<file path="src/rtl/ps2_key_event_fifo.sv">
// PS/2 scan-code parser folding E0/F0 prefixes into 10-bit key events, buffered in a FWFT FIFO.
// Optional typematic repeat filter: define PS2_REPEAT_FILTER_EN.
module ps2_key_event_fifo #(
   parameter int          DEPTH_LOG2     = 3,
   parameter logic [15:0] PREFIX_TIMEOUT = 16'd50000
) (
   input  logic                  clock,
   input  logic                  reset,
   input  logic [7:0]            ps2_key_data,
   input  logic                  ps2_key_pressed,
   input  logic                  rd_en,
   output logic [9:0]            rd_data,
   output logic [DEPTH_LOG2:0]   count,
   output logic                  empty,
   output logic                  full,
   output logic                  irq,
   output logic                  overflow,
   input  logic                  clr_overflow,
   output logic [7:0]            last_make
);

   localparam int DEPTH = 1 << DEPTH_LOG2;
   localparam logic [DEPTH_LOG2:0]   FULL_CNT = {1'b1, {DEPTH_LOG2{1'b0}}};
   localparam logic [DEPTH_LOG2:0]   CNT_ONE  = {{DEPTH_LOG2{1'b0}}, 1'b1};
   localparam logic [DEPTH_LOG2-1:0] PTR_ONE  = {{(DEPTH_LOG2-1){1'b0}}, 1'b1};

   typedef enum logic [1:0] {ST_IDLE, ST_E0, ST_F0, ST_E0F0} state_t;

   state_t                state_q, state_d;
   logic [15:0]           tmo_q, tmo_d;
   logic [9:0]            mem_q [DEPTH];
   logic [9:0]            mem_d [DEPTH];
   logic [DEPTH_LOG2-1:0] wr_ptr_q, wr_ptr_d, rd_ptr_q, rd_ptr_d;
   logic [DEPTH_LOG2:0]   count_q, count_d;
   logic                  overflow_q, overflow_d;
   logic [7:0]            last_make_q, last_make_d;

   logic                  ev_valid_s, repeat_s, push_req_s;
   logic [9:0]            ev_s;
   logic                  full_s, do_push_s, do_pop_s, drop_s;

   always_comb begin
      state_d    = state_q;
      tmo_d      = tmo_q;
      ev_valid_s = 1'b0;
      ev_s       = {2'b00, ps2_key_data};
      if (ps2_key_pressed) begin
         tmo_d = 16'd0;
         case (state_q)
            ST_IDLE: begin
               case (ps2_key_data)
                  8'hE0:                                    state_d = ST_E0;
                  8'hF0:                                    state_d = ST_F0;
                  8'h00, 8'hAA, 8'hEE, 8'hFA, 8'hFE, 8'hFF: state_d = ST_IDLE;
                  default: begin
                     ev_valid_s = 1'b1;
                     ev_s       = {2'b00, ps2_key_data};
                  end
               endcase
            end
            ST_E0: begin
               case (ps2_key_data)
                  8'hF0:   state_d = ST_E0F0;
                  8'hE0:   state_d = ST_E0;
                  default: begin
                     ev_valid_s = 1'b1;
                     ev_s       = {2'b01, ps2_key_data};
                     state_d    = ST_IDLE;
                  end
               endcase
            end
            ST_F0: begin
               case (ps2_key_data)
                  8'hE0:   state_d = ST_E0;
                  8'hF0:   state_d = ST_F0;
                  default: begin
                     ev_valid_s = 1'b1;
                     ev_s       = {2'b10, ps2_key_data};
                     state_d    = ST_IDLE;
                  end
               endcase
            end
            ST_E0F0: begin
               case (ps2_key_data)
                  8'hE0:   state_d = ST_E0;
                  8'hF0:   state_d = ST_E0F0;
                  default: begin
                     ev_valid_s = 1'b1;
                     ev_s       = {2'b11, ps2_key_data};
                     state_d    = ST_IDLE;
                  end
               endcase
            end
            default: state_d = ST_IDLE;
         endcase
      end else if (state_q != ST_IDLE) begin
         // A prefix with no follow-up byte is abandoned silently.
         if (tmo_q == PREFIX_TIMEOUT - 16'd1) begin
            state_d = ST_IDLE;
            tmo_d   = 16'd0;
         end else begin
            tmo_d = tmo_q + 16'd1;
         end
      end else begin
         tmo_d = 16'd0;
      end
   end

`ifdef PS2_REPEAT_FILTER_EN
   logic [9:0] held_q, held_d;
   logic       held_match_s;

   always_comb begin
      held_match_s = held_q[9] && (held_q[8:0] == ev_s[8:0]);
      repeat_s     = ev_valid_s && !ev_s[9] && held_match_s;
      held_d       = held_q;
      if (do_push_s && !ev_s[9]) begin
         held_d = {1'b1, ev_s[8:0]};
      end else if (ev_valid_s && ev_s[9] && held_match_s) begin
         held_d = 10'h000;
      end else begin
         held_d = held_q;
      end
   end

   always_ff @(posedge clock or posedge reset) begin
      if (reset) held_q <= 10'h000;
      else       held_q <= held_d;
   end
`else
   assign repeat_s = 1'b0;
`endif

   assign push_req_s = ev_valid_s && !repeat_s;
   assign full_s     = (count_q == FULL_CNT);
   assign do_pop_s   = rd_en && (count_q != {(DEPTH_LOG2+1){1'b0}});
   // A simultaneous pop frees the slot, so a push into a full FIFO is still accepted.
   assign do_push_s  = push_req_s && (!full_s || do_pop_s);
   assign drop_s     = push_req_s && full_s && !do_pop_s;

   always_comb begin
      mem_d       = mem_q;
      wr_ptr_d    = wr_ptr_q;
      rd_ptr_d    = rd_ptr_q;
      count_d     = count_q;
      last_make_d = last_make_q;
      overflow_d  = overflow_q;
      if (do_push_s) begin
         mem_d[wr_ptr_q] = ev_s;
         wr_ptr_d        = wr_ptr_q + PTR_ONE;
         if (!ev_s[9]) last_make_d = ev_s[7:0];
         else          last_make_d = last_make_q;
      end else begin
         wr_ptr_d = wr_ptr_q;
      end
      if (do_pop_s) rd_ptr_d = rd_ptr_q + PTR_ONE;
      else          rd_ptr_d = rd_ptr_q;
      case ({do_push_s, do_pop_s})
         2'b10:   count_d = count_q + CNT_ONE;
         2'b01:   count_d = count_q - CNT_ONE;
         default: count_d = count_q;
      endcase
      if (drop_s)            overflow_d = 1'b1;
      else if (clr_overflow) overflow_d = 1'b0;
      else                   overflow_d = overflow_q;
   end

   always_ff @(posedge clock or posedge reset) begin
      if (reset) begin
         state_q     <= ST_IDLE;
         tmo_q       <= 16'd0;
         wr_ptr_q    <= {DEPTH_LOG2{1'b0}};
         rd_ptr_q    <= {DEPTH_LOG2{1'b0}};
         count_q     <= {(DEPTH_LOG2+1){1'b0}};
         overflow_q  <= 1'b0;
         last_make_q <= 8'h00;
         for (int i = 0; i < DEPTH; i++) mem_q[i] <= 10'h000;
      end else begin
         state_q     <= state_d;
         tmo_q       <= tmo_d;
         wr_ptr_q    <= wr_ptr_d;
         rd_ptr_q    <= rd_ptr_d;
         count_q     <= count_d;
         overflow_q  <= overflow_d;
         last_make_q <= last_make_d;
         mem_q       <= mem_d;
      end
   end

   assign rd_data   = mem_q[rd_ptr_q];
   assign count     = count_q;
   assign empty     = (count_q == {(DEPTH_LOG2+1){1'b0}});
   assign full      = full_s;
   assign irq       = ~empty;
   assign overflow  = overflow_q;
   assign last_make = last_make_q;

endmodule
</file>
<file path="config.mk">
export PLATFORM = sky130hd
export DESIGN_NAME = ps2_key_event_fifo
export DESIGN_NICKNAME = d
export VERILOG_FILES = /design/src/rtl/ps2_key_event_fifo.sv
export SDC_FILE = /design/constraint.sdc
export NUM_CORES = 1
export LEC_CHECK = 0
export ABC_AREA = 1
export BUFFER_PORTS_ARGS = -buffer_cell sky130_fd_sc_hd__buf_2
export CORE_ASPECT_RATIO = 1.2
export CORE_MARGIN = 1
export CORE_UTILIZATION = 40
export CTS_CLUSTER_SIZE = 14
export DETAILED_ROUTE_END_ITERATION = 6
export MAX_ROUTING_LAYER = met4
export PLACE_DENSITY = 0.63
export SYNTH_ARGS = -nofsm -noshare
export SYNTH_HDL_FRONTEND = slang
export SYNTH_SLANG_ARGS = --single-unit
</file>
<file path="constraint.sdc">
create_clock -name clock -period 8.14 [get_ports clock]
set_input_delay 1.628 -clock clock [delete_from_list [all_inputs] [get_ports clock]]
set_output_delay 1.628 -clock clock [all_outputs]
set_load 0.005 [all_outputs]
</file>
---- Word level (Yosys, flattened, before mapping) ----
Cells that the tools add are included.
operators by class
  bitwise operators ....................... 4
  shift-type cells ........................ 0
  order comparisons ....................... 3
  reductions and logical operators ........ 24
  multiply operators ...................... 0
  eq/ne operators ......................... 15
  mux-type cells .......................... 28
  div/mod/pow operators ................... 0
  add/sub/neg operators ................... 5
operators by type and width
  kind                     count
  $bwmux W80               1
  $mux W10                 6
  $eq A8 B8 Y1 const B     7
  $mux W16                 3
  $pmux W10 S4             1
  $bmux W10 S3             1
  $demux W10 S3            1
  $add A16 B1 Y16 const B  1
  $eq A16 B16 Y1 const B   1
  $pmux W2 S3              2
  $reduce_bool A2 Y1       5
  $mux W9                  1
  $ge A4 B4 Y1 const B     2
  $logic_not A8 Y1         1
  $not A3 Y4               2
  $pmux W2 S2              2
  $pmux W4 S2              1
  $reduce_or A8 Y1         1
  $add A3 B1 Y3 const B    2
  $eq A2 B2 Y1 const B     3
  $mux W2                  3
  $reduce_or A6 Y1         1
  $logic_and A1 B1 Y1      5
  $mux W1                  5
  other kinds (17)         21
storage, ports and cells
  output and inout port bits .............. 26
  memory bits (read-only) ................. 0
  bits in writable memories ............... 0
  bits in latches ......................... 0
  memories ................................ 0
  bits in registers ....................... 117
  logic and storage cells ................. 94
  bits of input ports ..................... 13

---- Depth between registers and ports, before layout ----
Gate-level depths: netlist of the first run.
  depth in word-level cells ............... 8
  gate-level depth with buffers ........... 22

---- Worst setup path after synthesis of the first run ----
Ideal clock, no wire load.
  path type ............................... input -> register
  start ................................... in ps2_key_data[0]
  end ..................................... reg count_q[3], in the netlist count[3]
  slack ................................... 4,651 ps
  required time ........................... 8,027 ps
  stages on the path ...................... 21
  data arrival time ....................... 3,377 ps
  path through ............................ inv_1 -> buf_4 -> nand2_1 -> nor2_1 -> nand2_1 -> nand2_1 -> inv_1 -> nand3_2 -> nand2_2 -> nand2_1 -> nand2_1 -> inv_1 -> ha_1 -> nand2_1 -> nor2_1 -> a211oi_1 -> nand2_1 -> nand2_1 -> nand3_1 -> nand2_1 -> inv_1
on the way
  longest elaborated chain between the ends .. 8
  elaborated cells between the ends (all ways) .. 19
RTL lines
  element                                                         line  text
  start: declaration                                              9     input logic [7:0] ps2_key_data,
  $eq A8 B8 Y1, or another cell as far along                      --
  $reduce_or A8 Y1 (no line) or $reduce_or A2 Y1 (tied branches)  --
  $mux W1 (on tied branches)                                      --
  $pmux W1 S2 (*)                                                 49    case (state_q)
  $mux W1 (*)                                                     47    if (ps2_key_pressed) begin
  $logic_and A1 B1 Y1 (*)                                         138   assign do_push_s = push_req_s && (!full_s || do_pop_s);
  $eq A2 B1 Y1 or $eq A2 B2 Y1 (tied branches)                    158   case ({do_push_s, do_pop_s})
  $pmux W4 S2 or $reduce_bool A2 Y1 (tied branches)               --
  end signal: assignment                                          174   count_q <= {(DEPTH_LOG2+1){1'b0}};
  end signal: assignment                                          183   count_q <= count_d;
  end: declaration                                                34    logic [DEPTH_LOG2:0] count_q, count_d;
Every way passes the cells marked *; elsewhere a longest branch is shown, timed or not.
A chain may end at the register's enable or synchronous reset.

---- Final worst setup path of the first run ----
  start ................................... reg rd_ptr_q[0]
  end ..................................... out rd_data[2]
on the way
  longest elaborated chain between the ends .. 4
RTL lines
  element                                       line  text
  start: declaration                            33    logic [DEPTH_LOG2-1:0] wr_ptr_q, wr_ptr_d, rd_ptr_q, rd_ptr_d;
  start signal: assignment                      173   rd_ptr_q <= {DEPTH_LOG2{1'b0}};
  start signal: assignment                      182   rd_ptr_q <= rd_ptr_d;
  $not A3 Y4 (not written as such)              190   assign rd_data = mem_q[rd_ptr_q];
  $bmux W10 S3                                  190
  $mux W10 (not written as such) (2 in series)  190
  end: declaration                              12    output logic [9:0] rd_data,
Every way passes these cells. The select of a mux whose other input is x is not followed.

==> results.json, run 1 <==
{
  "outcome": "finished, final reports clean",
  "cts_hold_buffers": 0,
  "hold_viol_final": 0,
  "synth_seq_area_share": 0.517,
  "clock_path_buffers": 2,
  "synth_warnings": 0,
  "final_setup_violation_count": 0,
  "total_leakage_power_nw": 3.16,
  "multi_input_comb_area_mm2": 0.00237,
  "worst-slew-pin-transition_ns": 0.975,
  "post-layout-total-power_mw": 2.59,
  "grt_max_degree": 80,
  "post_synth_main_area_contributors": "sky130_fd_sc_hd__dfrtp_1 (52%), sky130_fd_sc_hd__nand2_1 (11%), sky130_fd_sc_hd__nor2_1 (7.0%)",
  "final_layout_size_suffix_gt1_frac": 0.127,
  "setup_repair_after_global_routing_missed_its_margin": "no",
  "globalRoute.totalOverflow": 0,
  "synth.cells.most_frequent": "sky130_fd_sc_hd__nand2_1 (170), sky130_fd_sc_hd__dfrtp_1 (117), sky130_fd_sc_hd__nor2_1 (106)",
  "critical_path_peak_fanout": 49,
  "clock_sink_count": 117,
  "synthesis.area_mm2": 0.00566,
  "drcViolationCount": 0,
  "route.antenna.remaining_nets": 0,
  "route.final.wire_length_mm": 14.0,
  "clkLatencyLatePin_ns": 0.42,
  "drt_first_pass_iters": 5,
  "grt_util_all_layers": 0.210,
  "synth_top_cell_by_area": "sky130_fd_sc_hd__dfrtp_1",
  "post-synth-top-count-cell": "sky130_fd_sc_hd__nand2_1",
  "yosys_register_bits": 117,
  "arrival_ns": 2.70,
  "num_antenna_cells": 0,
  "hold_path_class": "reg -> reg",
  "period_share": 0.532,
  "finalNetCount": 745,
  "core_mm2": 0.0138,
  "worst_setup_hold_path_clk_slew_ns": 0.05,
  "maxSlewHeadroom": 0.350,
  "drt_first_iter_violations": 374,
  "port_buffers": 38,
  "clock_tree_from_tritoncts": "yes",
  "minimum_setup_slack_among_reg_to_reg_paths_ns": 5.71,
  "max_clock_freq_ghz": 0.231,
  "critical_path_class": "reg -> out",
  "starting_utilization_of_the_core_area": 0.409,
  "tritoncts.num_buffers": 17,
  "critPathLaunchType": "flip-flop",
  "final_design_area_no_fill_mm2": 0.00656,
  "placed_cell_area_mm2": 0.00591,
  "asyncSetResetFlopFracSynth": 1.00,
  "vdd_drop_max_mv": 0.151,
  "synthesis.instances": 699,
  "grt_pass1_wl_mm": 23.5,
  "yosys_most_used_dff": "sky130_fd_sc_hd__dfrtp_1",
  "number_of_nets_produced_by_synthesis": 718,
  "avgViaCountPerCell": 5.30,
  "register_area_mm2": 0.00293,
  "die_y_um": 132,
  "critical_path_required_ns": 6.51,
  "vias": 4825,
  "worst_clock_skew_ns": 0.00818,
  "power_per_cell_area_mw_per_mm2": 395,
  "rows": 47,
  "top_level_ports": 39,
  "globalplace.congestion": 0.848,
  "first_global_vias": 4782,
  "n_fill_cell": 1317,
  "post_synth_num_cell_types": 38,
  "die_width_um": 111,
  "synth-edff-count": 0,
  "yosysTopAreaCellShare": 0.517,
  "cts_max_level": 4,
  "clock-root-buffer": "sky130_fd_sc_hd__clkbuf_16",
  "post_cts_resize_count": 0,
  "detail_route.wl_per_cell_um": 15.4,
  "antenna_found_initial": 0,
  "category_of_the_worst_setup_path_capture_point": "primary output",
  "post_cts.repair.setup_buffers": 0,
  "hpwl_mm": 9.10,
  "timing.setup.tns_ns": 0,
  "design.die.area_mm2": 0.0146,
  "minimum_clock_period_after_layout_ns": 4.33,
  "post_synth.cell_area_avg_um2": 8.09,
  "max_cap_viol_count": 0,
  "layout-area-overhead-vs-synth_pct": 16.0,
  "maxSlewViolCount": 0
}
logic make-up after synthesis:
family	synth area share
AO/OA/AOI/OAI	0.146
flip-flops	0.517
XOR/XNOR	0.0139
buffers and inverters	0.0641
AND/OR/NAND/NOR	0.244
adder cells (fa/ha/maj)	0.0146
final cells by class:
class | count | area share
repair buffers | 41 | 0.0324
well taps | 171 | 0.0326
flip-flops and latches | 117 | 0.446
inverters | 47 | 0.0280
multi-input cells | 502 | 0.361
clock inverters | 15 | 0.0353
clock buffers | 17 | 0.0648
layout by cell type (no fill, tap or decap), types with 2 or more instances in the layout:
master                       Yosys  routed
sky130_fd_sc_hd__o22ai_1        10      10
sky130_fd_sc_hd__buf_2           7      38
sky130_fd_sc_hd__nor2_2          2       2
sky130_fd_sc_hd__bufinv_16       0       5
sky130_fd_sc_hd__nand2_1       170     170
sky130_fd_sc_hd__xnor2_1         3       3
sky130_fd_sc_hd__nand3_1        33      33
sky130_fd_sc_hd__ha_1            5       5
sky130_fd_sc_hd__o21ai_1        48      48
sky130_fd_sc_hd__buf_4          11       3
sky130_fd_sc_hd__a31oi_1        10      10
sky130_fd_sc_hd__a211oi_1        2       2
sky130_fd_sc_hd__o21ai_0        54      54
sky130_fd_sc_hd__clkinvlp_4      0       5
sky130_fd_sc_hd__inv_1          42      41
sky130_fd_sc_hd__dfrtp_1       117     117
sky130_fd_sc_hd__xor2_1          6       6
sky130_fd_sc_hd__o21a_1          6       6
sky130_fd_sc_hd__nor3_1          7       7
sky130_fd_sc_hd__nor2_1        106     106
sky130_fd_sc_hd__inv_2           4       4
sky130_fd_sc_hd__nand2_2         7       7
sky130_fd_sc_hd__a21oi_1        18      18
sky130_fd_sc_hd__clkinv_4        0       5
sky130_fd_sc_hd__clkbuf_16       0      17
sky130_fd_sc_hd__nand4_1         2       2
sky130_fd_sc_hd__o211ai_1        2       2
worst paths after layout:
check / startpoint / to / depth (start not counted)
setup / recovery: rd_ptr_q[0] / rd_data[2] / 7
hold / removal: tmo_q[0] / tmo_q[0] / 1
setup reg to reg: count[1] / count[3] / 15
hold reg to reg: tmo_q[0] / tmo_q[0] / 1
max in group asynchronous: reset / mem_q[18] / 3
min in group asynchronous: reset / last_make[0] / 2
power by group:
| group | leakage, nW | switching, mW | internal, mW |
|---|---|---|---|
| Sequential | 1.48 | 0.115 | 0.786 |
| Clock | 0.301 | 0.276 | 0.544 |
| Combinational | 1.37 | 0.561 | 0.308 |
sequential cells by signal, summed over array words and instances, names as in the netlist:
register and count:
mem_q 80, tmo_q 16, wr_ptr_q 3, overflow 1, count 4, state_q 2
rd_ptr_q 3, last_make 8
worst max-delay path: stages (launching register included):
cell and delay (ns):
sky130_fd_sc_hd__dfrtp_1 0.36, sky130_fd_sc_hd__buf_4 0.28, sky130_fd_sc_hd__inv_1 0.77, sky130_fd_sc_hd__o21ai_0 0.23, sky130_fd_sc_hd__o22ai_1 0.19, sky130_fd_sc_hd__nor2_1 0.06, sky130_fd_sc_hd__a31oi_1 0.20, sky130_fd_sc_hd__buf_2 0.15
routing by layer:
metal	vias to the layer above	GRT usage	wire length, um
li1	2346	-	-
met1	2306	0.251	5990
met2	138	0.338	6960
met3	35	0.0446	711
met4	0	0.100	379
met5	-	-	0
per-stage QoR:
step	cells	setup slack, ns	utilization	hold slack, ns
after floorplan	699	3.41	-	0.425
after global placement	878	4.23	0.427	0.439
after detailed placement	878	4.11	0.427	0.456
after CTS	910	3.81	0.475	0.466
after global routing	910	3.63	0.475	0.486
final	910	3.81	0.475	0.465
Note: power is estimated with default switching activity, not from simulation.
==> inputs of run 2 (changes only) <==
Settings changed: ABC_AREA 1 to 0.
Clock period 8.14 ns to 4.4 ns, I/O delays scaled along.
==> run 2 against run 1 <==
Net effect:
- sequential power increased by 96%
- global-route usage decreased by 2.6 points
- critical path depth increased by 6
- design area increased by 0.65%
- cell count decreased by 32%
- count of clock-buffer cells in the layout increased by 12
- utilization increased by 0.31 points
==> results.json, run 2 <==
{
  "finalCoreUtilization": 0.478,
  "finalNetCount": 456,
  "layout.cells.non_filler": 621,
  "outcome": "finished, final reports clean",
  "clock_sink_count": 117,
  "final_setup_violation_count": 0,
  "worst_setup_hold_path_clk_slew_ns": 0.05,
  "timing.setup.tns_ns": 0,
  "clock-root-buffer": "sky130_fd_sc_hd__clkbuf_16",
  "die_width_um": 111,
  "max_cap_viol_count": 0,
  "critPathLaunchType": "input pin",
  "layout-area-overhead-vs-synth_pct": 16.9,
  "arrival_ns": 3.80,
  "asyncSetResetFlopFracSynth": 1.00,
  "total_leakage_power_nw": 2.88,
  "clkLatencyLatePin_ns": 0.42,
  "drt_first_iter_violations": 211,
  "globalRoute.totalOverflow": 0,
  "most-common-layout-cells": "sky130_fd_sc_hd__dfrtp_1 (117), sky130_fd_sc_hd__mux2_2 (50), sky130_fd_sc_hd__buf_2 (38)",
  "hold_path_class": "reg -> reg",
  "post_cts.repair.setup_buffers": 0,
  "clock_tree_from_tritoncts": "yes",
  "placed_cell_area_mm2": 0.00603,
  "period_share": 0.799,
  "post_synth_num_cell_types": 49,
  "antenna_found_initial": 0,
  "detail_route.wl_per_cell_um": 19.1,
  "num_antenna_cells": 0,
  "number_of_nets_produced_by_synthesis": 418,
  "synth_warnings": 0,
  "power_per_cell_area_mw_per_mm2": 679,
  "synth.cells.most_frequent": "sky130_fd_sc_hd__dfrtp_1 (117), sky130_fd_sc_hd__mux2_2 (50), sky130_fd_sc_hd__mux2_4 (30)",
  "synthesis.area_mm2": 0.00565,
  "port_buffers": 38,
  "hpwl_mm": 7.70,
  "timing.critical_path.slowest_cell_delay_ns": 0.52,
  "post_cts_resize_count": 0,
  "crit_family": "simple AND/OR/NAND/NOR gates",
  "synth_top_cell_by_area": "sky130_fd_sc_hd__dfrtp_1",
  "globalplace.congestion": 0.770,
  "worst_clock_skew_ns": 0.0160,
  "route.final.wire_length_mm": 11.8,
  "critical_path.most_common_cell": "sky130_fd_sc_hd__a21oi_1",
  "design.die.area_mm2": 0.0146,
  "grt_util_all_layers": 0.183,
  "slowest_stage": "sky130_fd_sc_hd__or4_4",
  "cts_hold_buffers": 0,
  "worst_case_setup_margin_in_the_final_layout_ns": 0.883,
  "category_of_the_worst_setup_path_capture_point": "flip-flop",
  "core_mm2": 0.0138,
  "largest_register_ff_count": 80,
  "preCtsSetupSlack_ns": 0.488,
  "post-synth-top-count-cell": "sky130_fd_sc_hd__dfrtp_1",
  "rows": 47,
  "vias": 3362,
  "maxSlewHeadroom": 0.233,
  "vdd_drop_max_mv": 0.368,
  "avgViaCountPerCell": 5.41,
  "final_design_area_no_fill_mm2": 0.00661,
  "critical_path_class": "in -> reg",
  "critPathBufInv": 2,
  "route.antenna.remaining_nets": 0,
  "top_level_ports": 39,
  "layout.cells.most_common": "sky130_fd_sc_hd__dfrtp_1",
  "cts_max_level": 4,
  "synth_seq_area_share": 0.518,
  "grt_pass1_wl_mm": 19.6,
  "fin_hold_ws_ns": 0.480,
  "yosys_most_used_dff": "sky130_fd_sc_hd__dfrtp_1",
  "place.detailed.instances": 589,
  "hold_viol_final": 0,
  "regMostFlops": "mem_q",
  "synthesis.instances": 399,
  "die_y_um": 132,
  "max_clock_freq_ghz": 0.284,
  "grt_max_degree": 53,
  "drcViolationCount": 0,
  "minimum_clock_period_after_layout_ns": 3.52,
  "post_synth.cell_area_avg_um2": 14.2,
  "post_synth_main_area_contributors": "sky130_fd_sc_hd__dfrtp_1 (52%), sky130_fd_sc_hd__mux2_2 (10%), sky130_fd_sc_hd__mux2_4 (8.0%)",
  "clock_path_buffers": 2,
  "tritoncts.num_buffers": 17,
  "final_layout_size_suffix_gt1_frac": 0.398,
  "maxSlewViolCount": 0,
  "drt_first_pass_iters": 4,
  "cp_cell_sequence": "buf_2 > nand4_1 > or4_4 > a311oi_4 > nand2b_1 > nand3_1 > inv_1 > ha_1 > a21o_1 > a21oi_1 > or4_1 > a21oi_1 > a311o_1",
  "worst-slew-pin-transition_ns": 1.14,
  "synth-edff-count": 0,
  "critical_path_peak_fanout": 13,
  "critical_path_required_ns": 4.69,
  "yosysTopAreaCellShare": 0.518,
  "yosys_register_bits": 117,
  "first_global_vias": 3552,
  "starting_utilization_of_the_core_area": 0.409,
  "setup_repair_after_global_routing_missed_its_margin": "no",
  "post-layout-total-power_mw": 4.49
}
==> run 2: cell types whose count changed after synthesis, sizes merged, moves of 8 or more <==
cell	delta
a21oi	-16
a31oi	-8
buf	-13
inv	-37
mux2	+100
mux4	+20
nand2	-166
nand3	-26
nor2	-85
o21ai	-97
o22ai	-9
xnor2	+9
==> run 2: logic make-up (layout without fill, tap and decap cells) <==
logic type	count (synthesis)	in the layout	synth area share
mux	122	122	0.303
flops	117	117	0.518
simple gates	80	80	0.0782
buf+inv	35	86	0.0294
xor+xnor	20	20	0.0310
compound gates	19	19	0.0257
fa+ha+maj	6	6	0.0146
==> run 2: layer usage <==
| metal | global-route usage | vias up | share of wire |
|---|---|---|---|
| met4 | 0.0637 | 0 | 0.0087 |
| li1 | - | 1527 | - |
| met5 | - | - | 0 |
| met2 | 0.273 | 59 | 0.48 |
| met1 | 0.243 | 1766 | 0.48 |
| met3 | 0.0478 | 10 | 0.032 |
==> run 2: report_power, final <==
| part | internal [mW] | total [mW] | switching (mW) |
|---|---|---|---|
| sequential | 1.44 | 1.77 | 0.335 |
| clock | 0.893 | 1.34 | 0.447 |
| combinational | 0.897 | 1.37 | 0.476 |
==> run 2: cell type report <==
type | count | area [um2]
Sequential cell | 117 | 2930
Timing Repair Buffer | 44 | 248
Tap cell | 171 | 214
Fill cell | 1181 | 7210
Clock buffer | 29 | 510
Inverter | 10 | 40.0
Multi-Input combinational cell | 247 | 2600
Clock inverter | 3 | 65.1
==> run 2: worst paths after layout <==
kind	startpoint	to	slack [ns]	cells past startpoint
max	ps2_key_data[3]	count[3]	0.88	13
min	mem_q[59]	mem_q[59]	0.48	1
max reg2reg	count[0]	mem_q[39]	1.62	7
min reg2reg	mem_q[59]	mem_q[59]	0.48	1
max in group asynchronous	reset	wr_ptr_q[0]	2.91	3
min in group asynchronous	reset	tmo_q[4]	0.57	2
